**src/rtl/sprite_redraw.sv**
```systemverilog
// Sprite redraw engine: erases a SWxSH sprite at its previous position, then
// draws it at a new position, emitting one registered pixel per clock.
module sprite_redraw #(
  parameter int         SW        = 4,
  parameter int         SH        = 4,
  parameter logic [2:0] BG_COLOUR = 3'b000
) (
  input  logic       clk,
  input  logic       reset_n,
  input  logic       start,
  input  logic [7:0] x_new,
  input  logic [6:0] y_new,
  input  logic [2:0] colour_in,
  output logic [7:0] x_out,
  output logic [6:0] y_out,
  output logic [2:0] colour_out,
  output logic       plot,
  output logic       busy,
  output logic       done
);

  typedef enum logic [1:0] {
    IDLE  = 2'd0,
    ERASE = 2'd1,
    DRAW  = 2'd2,
    DONE  = 2'd3
  } state_t;

  localparam logic [2:0] DX_LAST = 3'(SW - 1);
  localparam logic [2:0] DY_LAST = 3'(SH - 1);

  state_t     state_r, state_nxt_s;
  logic [2:0] dx_r, dy_r, dx_nxt_s, dy_nxt_s;
  logic [7:0] new_x_r, old_x_r;
  logic [6:0] new_y_r, old_y_r;
  logic [2:0] new_c_r;
  logic       old_valid_r;

  logic [7:0] x_out_r;
  logic [6:0] y_out_r;
  logic [2:0] colour_out_r;
  logic       plot_r, busy_r, done_r;

  logic [7:0] base_x_s;
  logic [6:0] base_y_s;
  logic [2:0] pix_c_s;
  logic [8:0] sum_x_s;
  logic [7:0] sum_y_s;
  logic       on_screen_s;
  logic       last_pix_s;

  // Next-state and pixel counter sequencing.
  always_comb begin
    state_nxt_s = state_r;
    dx_nxt_s    = dx_r;
    dy_nxt_s    = dy_r;
    last_pix_s  = (dx_r == DX_LAST) && (dy_r == DY_LAST);
    case (state_r)
      IDLE: begin
        dx_nxt_s = 3'd0;
        dy_nxt_s = 3'd0;
        if (start) begin
          state_nxt_s = old_valid_r ? ERASE : DRAW;
        end else begin
          state_nxt_s = IDLE;
        end
      end
      ERASE, DRAW: begin
        if (last_pix_s) begin
          dx_nxt_s    = 3'd0;
          dy_nxt_s    = 3'd0;
          state_nxt_s = (state_r == ERASE) ? DRAW : DONE;
        end else if (dx_r == DX_LAST) begin
          dx_nxt_s = 3'd0;
          dy_nxt_s = dy_r + 3'd1;
        end else begin
          dx_nxt_s = dx_r + 3'd1;
        end
      end
      DONE: begin
        state_nxt_s = IDLE;
      end
      default: begin
        state_nxt_s = IDLE;
        dx_nxt_s    = 3'd0;
        dy_nxt_s    = 3'd0;
      end
    endcase
  end

  // Current pixel address and colour; sums are one bit wider to catch off-screen.
  always_comb begin
    base_x_s = new_x_r;
    base_y_s = new_y_r;
    pix_c_s  = new_c_r;
    if (state_r == ERASE) begin
      base_x_s = old_x_r;
      base_y_s = old_y_r;
      pix_c_s  = BG_COLOUR;
    end else begin
      base_x_s = new_x_r;
      base_y_s = new_y_r;
      pix_c_s  = new_c_r;
    end
    sum_x_s     = {1'b0, base_x_s} + {6'b000000, dx_r};
    sum_y_s     = {1'b0, base_y_s} + {5'b00000, dy_r};
    on_screen_s = (sum_x_s <= 9'd159) && (sum_y_s <= 8'd119);
  end

  // State and counter registers.
  always_ff @(posedge clk or negedge reset_n) begin
    if (!reset_n) begin
      state_r <= IDLE;
      dx_r    <= 3'd0;
      dy_r    <= 3'd0;
    end else begin
      state_r <= state_nxt_s;
      dx_r    <= dx_nxt_s;
      dy_r    <= dy_nxt_s;
    end
  end

  // Request capture in IDLE and old-position update on completion.
  always_ff @(posedge clk or negedge reset_n) begin
    if (!reset_n) begin
      new_x_r     <= 8'd0;
      new_y_r     <= 7'd0;
      new_c_r     <= 3'd0;
      old_x_r     <= 8'd0;
      old_y_r     <= 7'd0;
      old_valid_r <= 1'b0;
    end else begin
      case (state_r)
        IDLE: begin
          if (start) begin
            new_x_r <= x_new;
            new_y_r <= y_new;
            new_c_r <= colour_in;
          end
        end
        DONE: begin
          old_x_r     <= new_x_r;
          old_y_r     <= new_y_r;
          old_valid_r <= 1'b1;
        end
        default: begin
          old_valid_r <= old_valid_r;
        end
      endcase
    end
  end

  // Registered pixel, busy and done outputs.
  always_ff @(posedge clk or negedge reset_n) begin
    if (!reset_n) begin
      x_out_r      <= 8'd0;
      y_out_r      <= 7'd0;
      colour_out_r <= 3'd0;
      plot_r       <= 1'b0;
      busy_r       <= 1'b0;
      done_r       <= 1'b0;
    end else begin
      case (state_r)
        IDLE: begin
          plot_r <= 1'b0;
          done_r <= 1'b0;
          busy_r <= start;
        end
        ERASE, DRAW: begin
          x_out_r      <= sum_x_s[7:0];
          y_out_r      <= sum_y_s[6:0];
          colour_out_r <= pix_c_s;
          plot_r       <= on_screen_s;
          done_r       <= 1'b0;
          busy_r       <= 1'b1;
        end
        DONE: begin
          plot_r <= 1'b0;
          done_r <= 1'b1;
          busy_r <= 1'b0;
        end
        default: begin
          plot_r <= 1'b0;
          done_r <= 1'b0;
          busy_r <= 1'b0;
        end
      endcase
    end
  end

  assign x_out      = x_out_r;
  assign y_out      = y_out_r;
  assign colour_out = colour_out_r;
  assign plot       = plot_r;
  assign busy       = busy_r;
  assign done       = done_r;

endmodule
```
**config.mk**
```make
export PLATFORM = sky130hd
export DESIGN_NAME = sprite_redraw
export DESIGN_NICKNAME = d
export VERILOG_FILES = /design/src/rtl/sprite_redraw.sv
export SDC_FILE = /design/constraint.sdc
export NUM_CORES = 1
export LEC_CHECK = 0
export CAP_MARGIN = 10
export CORE_UTILIZATION = 32
export CTS_CLUSTER_DIAMETER = 30
export DETAILED_ROUTE_END_ITERATION = 16
export SLEW_MARGIN = 30
export SYNTH_ARGS = -nofsm -noshare
export SYNTH_HDL_FRONTEND = slang
export SYNTH_SLANG_ARGS = --single-unit
```
**constraint.sdc**
```tcl
create_clock -name clk -period 4.45 [get_ports clk]
set_clock_uncertainty 0.15 [all_clocks]
set_input_delay 0.89 -clock clk [delete_from_list [all_inputs] [get_ports clk]]
set_output_delay 0.89 -clock clk [all_outputs]
set_load 0.03 [all_outputs]
```
# --- Yosys cells after proc, flatten, opt, wreduce, memory -nomap -nowiden ---
# Index checks and enable logic that the tools add are counted.
# Widths: inputs -> output; s select.
op_classes:
  n_addsub: 4
  n_lt_le_gt_ge: 2
  eq_ne: 7
  mux: 17
  n_reduce_logical: 9
ops:
  columns: ["cell", "count"]
  rows:
  - ["$mux 3", 5]
  - ["$pmux 3 s2", 2]
  - ["$add 8x3->9", 1]
  - ["$le 9x8->1 const B", 1]
  - ["$add 7x3->8", 1]
  - ["$le 8x7->1 const B", 1]
  - ["$mux 8", 1]
  - ["$mux 7", 1]
  - ["$add 3x1->3 const B", 2]
  - ["$eq 3x2->1 const B", 2]
  - ["$mux 2", 3]
  - ["$pmux 2 s3", 1]
  - ["$eq 2x2->1 const B", 2]
  - ["$pmux 1 s2", 2]
  - ["$reduce_and 2->1", 2]
  - ["$reduce_or 2->1", 2]
  - ["$ne 3x3->1 const B", 1]
  - ["$pmux 1 s3", 1]
  - ["$reduce_or 3->1", 1]
  - ["$eq 2x1->1 const B", 1]
  - ["$logic_and 1x1->1", 2]
  - ["$logic_not 2->1", 1]
  - ["$ne 2x2->1 const B", 1]
  - ["$reduce_bool 2->1", 1]
  - ["$mux 1", 1]
word_totals:
  ff_bits: 63
  inputBits: 21
  out_inout_bits: 21

# --- Logic depth before layout (Yosys ltp) ---
logic_depth:
  depth_word: 6
  mapped_depth: 12

# --- Worst setup path before layout ---
# Ideal clock, no wire load.
synth_path:
  path_type: "flip-flop to flip-flop"
  from: "register state_r[1]"
  to: "register y_out_r[6] (netlist: y_out[6])"
  setup_time_ns: 0.125
  arrival_ns: 2.720
  required_time_ns: 4.175
  slack_ns: 1.455
  path_stages_with_launch: 12
  n_path_buf: 2
  path_cell_list: "dfrtp_1 inv_1 ha_1 buf_6 buf_2 mux2_2 ha_1 fa_1 a21oi_1 nor2_1 xnor2_1 mux2_2"
synth_between:
  elab_chain_len: 3
  elab_cells_between_ends: 5
synth_rtl:
  columns: ["item", "line_no", "rtl"]
  rows:
  - ["start, declared", "32", "state_t state_r, state_nxt_s;"]
  - ["start signal, assigned", "117", "state_r <= state_nxt_s;"]
  - ["$eq 2x1->1", "96, 163", null]
  - ["$mux 7", "96", "if (state_r == ERASE) begin"]
  - ["$add 7x3->8", "106", "sum_y_s = {1'b0, base_y_s} + {5'b00000, dy_r};"]
  - ["end signal, assigned", "171", "y_out_r <= sum_y_s[6:0];"]
  - ["end, declared", "40", "logic [6:0] y_out_r;"]
# Several ways; a longest one is shown, not always the timed one.
# A chain may end at the register's enable or synchronous reset.

# --- Worst setup path after layout ---
# Same ends and word-level chain as after synthesis.

==> flow_summary.toml <==
[drt]
viasPerCell = 4.64
wl_mm = 5.93
drc = 0
dr.pass1.iters = 4
dr.first_iter.drc_count = 64
vias = 2006
post_drt_wl_per_cell_um = 13.7
ant_nets = 0

[placed_design]
routabilityCongestion = 0.776
hpwl_mm = 4.06
dpl.cell_count = 418
dp_slack_ns = 0.892
port_buffers = 41

[worst_setup_path]
cp_data_required_time_ns = 4.52
crit_fanout = 23
cp.arrival_ns = 3.27
reg2reg_depth = 9
critPathKind = "reg -> reg"
r2r_setup_slack_ns = 1.25
start_kind = "register"
worstReg2RegStart = "state_r[1]$_DFFE_PN0P_"
worstSetupEndpointType = "register"
r2r-end = "y_out[6]$_DFFE_PN0N_"

[grt]
grt_max_degree = 46
grt_pass1_wl_mm = 10.0
grt_pass1_vias = 2042
grt.total_usage_pct = 13.0
grt_overflow = 0
antenna_found_initial = 0

[timing]
tightest_slew_ns = 0.805
setup_ws_ns = 1.25
period_needed_ns = 3.20
slew_viol_final = 0
grt_setup_unrepaired = "false"
finalSetupViolCount = 0
hold_violations = 0
fmax_mhz = 312
finalSetupTns_ns = 0
timing.final.crit_share_pct = 72.0
relSlewSlack_pct = 46.3

[min_path]
hp-class = "reg -> reg"
holdPathStages = 2
hold_end = "colour_out[2]$_DFFE_PN0N_"
hold_start = "new_c_r[2]$_DFFE_PN0P_"

[clock_network]
cts_buffer_depth = 2
holdBufCountCts = 0
h-tree-depth = 3
cts_sinks = 63
cts.reportedPaths.clkPinSlew_ns = 0.07
cts_root_buf = "clkbuf_8"
clk-insertion-delay-late_ns = 0.34
post_cts_resize_count = 0
tritoncts = "yes"
cts_setup_buffers = 0
cts_made_buffers = 9

[power_and_ir_drop]
p_leak_nw = 1.64
peakVddDrop_mv = 0.208
power.total_mw = 2.83
powerDensity_mw_per_mm2 = 740

[floorplanning]
io_pins = 42
floorplan.initialDensity_pct = 33.2
die_w_um = 100
row_count = 35
die_area_mm2 = 0.0101
die_h_um = 100
coreArea_mm2 = 0.00933

[synthesis]
synth_edf_count = 0
ys_ff_latch = 63
ys_types = 35
synth_flop_cell = "dfrtp_1"
synth_area_mm2 = 0.00310
synth_nets = 293
ys_seq_area_share_pct = 50.9
synth_warnings = 0
postSynthAreaPerCell_um2 = 12.1
postSynthCellCount = 256
async_flop_share_pct = 100

[cells_and_area]
fillCellCount = 902
area_delta_synth_final_pct = 23.4
drive_above_1_share_pct = 24.1
layout.cells.non_filler = 432
layout.nets = 337
insertedDiodeCount = 0
layout_commonest_cell = "dfrtp_1"
final_cell_mix = "dfrtp_1, mux2_2, clkdlybuf4s50_1"

[job]
max_cap_viol_count = 0

[status]
outcome = "completed"
state kept, by name, summed over array words and instances, names as in the netlist, 3 cells and up:
name and cells:
new_y_r 7, old_y_r 7, dy_r 3, new_c_r 3, y_out 7, x_out 8
dx_r 3, new_x_r 8, old_x_r 8, colour_out 3
final cells by class:
type / count / area (um2) / area share (%)
clock buffer: 14 / 183 / 4.78
sequential: 63 / 1580 / 41.2
tap: 129 / 161 / 4.22
timing repair buffer: 43 / 423 / 11.1
inverter: 9 / 33.8 / 0.883
multi-input combinational: 174 / 1450 / 37.8
logic make-up (layout without fill, tap and decap cells):
kind of cell / after synthesis / in the layout / synth area share, %
AO/OA/AOI/OAI: 37 / 37 / 7.83
adder cells (fa/ha/maj): 16 / 16 / 6.94
multiplexers: 58 / 58 / 20.8
buffers and inverters: 19 / 66 / 2.58
flip-flops: 63 / 63 / 50.9
XOR/XNOR: 13 / 13 / 3.67
AND/OR/NAND/NOR: 50 / 50 / 7.31
metrics by stage:
| stage | area, um2 | utilization, % | hold slack, ns |
|---|---|---|---|
| after floorplan | 3100 | - | 0.294 |
| after global placement | 3630 | 39.0 | 0.307 |
| after detailed placement | 3640 | 39.0 | 0.313 |
| after CTS | 3820 | 41.0 | 0.329 |
| after global routing | 3820 | 41.0 | 0.355 |
| final | 3820 | 41.0 | 0.328 |
report_power, final:
part | internal, mW | leakage [nW] | switching (mW)
Clock | 0.258 | 0.0946 | 0.209
Combinational | 0.655 | 0.782 | 0.689
Sequential | 0.839 | 0.765 | 0.182
worst max-delay path by stage:
stage | from | endpoint | slack (ns) | cells after the start
after floorplan | state_r[1]$_DFFE_PN0P_ | y_out[6]$_DFFE_PN0N_ | 1.46 | 11
after global placement | state_r[1]$_DFFE_PN0P_ | plot$_DFF_PN0_ | 1.05 | 9
after detailed placement | state_r[1]$_DFFE_PN0P_ | plot$_DFF_PN0_ | 0.89 | 9
after CTS | state_r[1]$_DFFE_PN0P_ | y_out[6]$_DFFE_PN0N_ | 0.88 | 9
after global routing | state_r[1]$_DFFE_PN0P_ | y_out[6]$_DFFE_PN0N_ | 1.07 | 9
final | state_r[1]$_DFFE_PN0P_ | y_out[6]$_DFFE_PN0N_ | 1.25 | 9
synthesized netlist by cell type, types with 2 or more instances:
cell | number | share of area, %
dfrtp_1 | 63 | 51
mux2_2 | 51 | 19
nand2_1 | 26 | 3.1
ha_1 | 14 | 5.7
a21oi_1 | 12 | 1.9
o21ai_0 | 10 | 1.6
inv_1 | 9 | 1.1
nor2_1 | 8 | 0.97
xnor2_1 | 8 | 2.3
clkbuf_1 | 7 | 0.85
mux2i_1 | 7 | 2.3
nand3_1 | 6 | 0.97
xor2_1 | 5 | 1.4
nand2b_1 | 4 | 0.81
a21o_1 | 2 | 0.48
a22o_1 | 2 | 0.57
fa_1 | 2 | 1.3
nand3b_1 | 2 | 0.48
nor2b_1 | 2 | 0.40
metal layers:
metal | up-vias | wire length (um) | global-route usage [%]
met5 | - | 0 | 0
met4 | 0 | 59 | 4.35
met3 | 6 | 285 | 5.29
met2 | 36 | 2600 | 19.2
met1 | 984 | 2990 | 17.2
li1 | 980 | - | -
critical path: stages, from the launching register on:
cell,delay [ns]
dfrtp_1,0.42
inv_1,0.10
ha_2,0.57
mux2_2,0.40
ha_1,0.21
fa_1,0.40
a21oi_1,0.28
nor2_1,0.11
xnor2_1,0.16
mux2_2,0.27
Note: power is estimated with default switching activity, not from simulation.
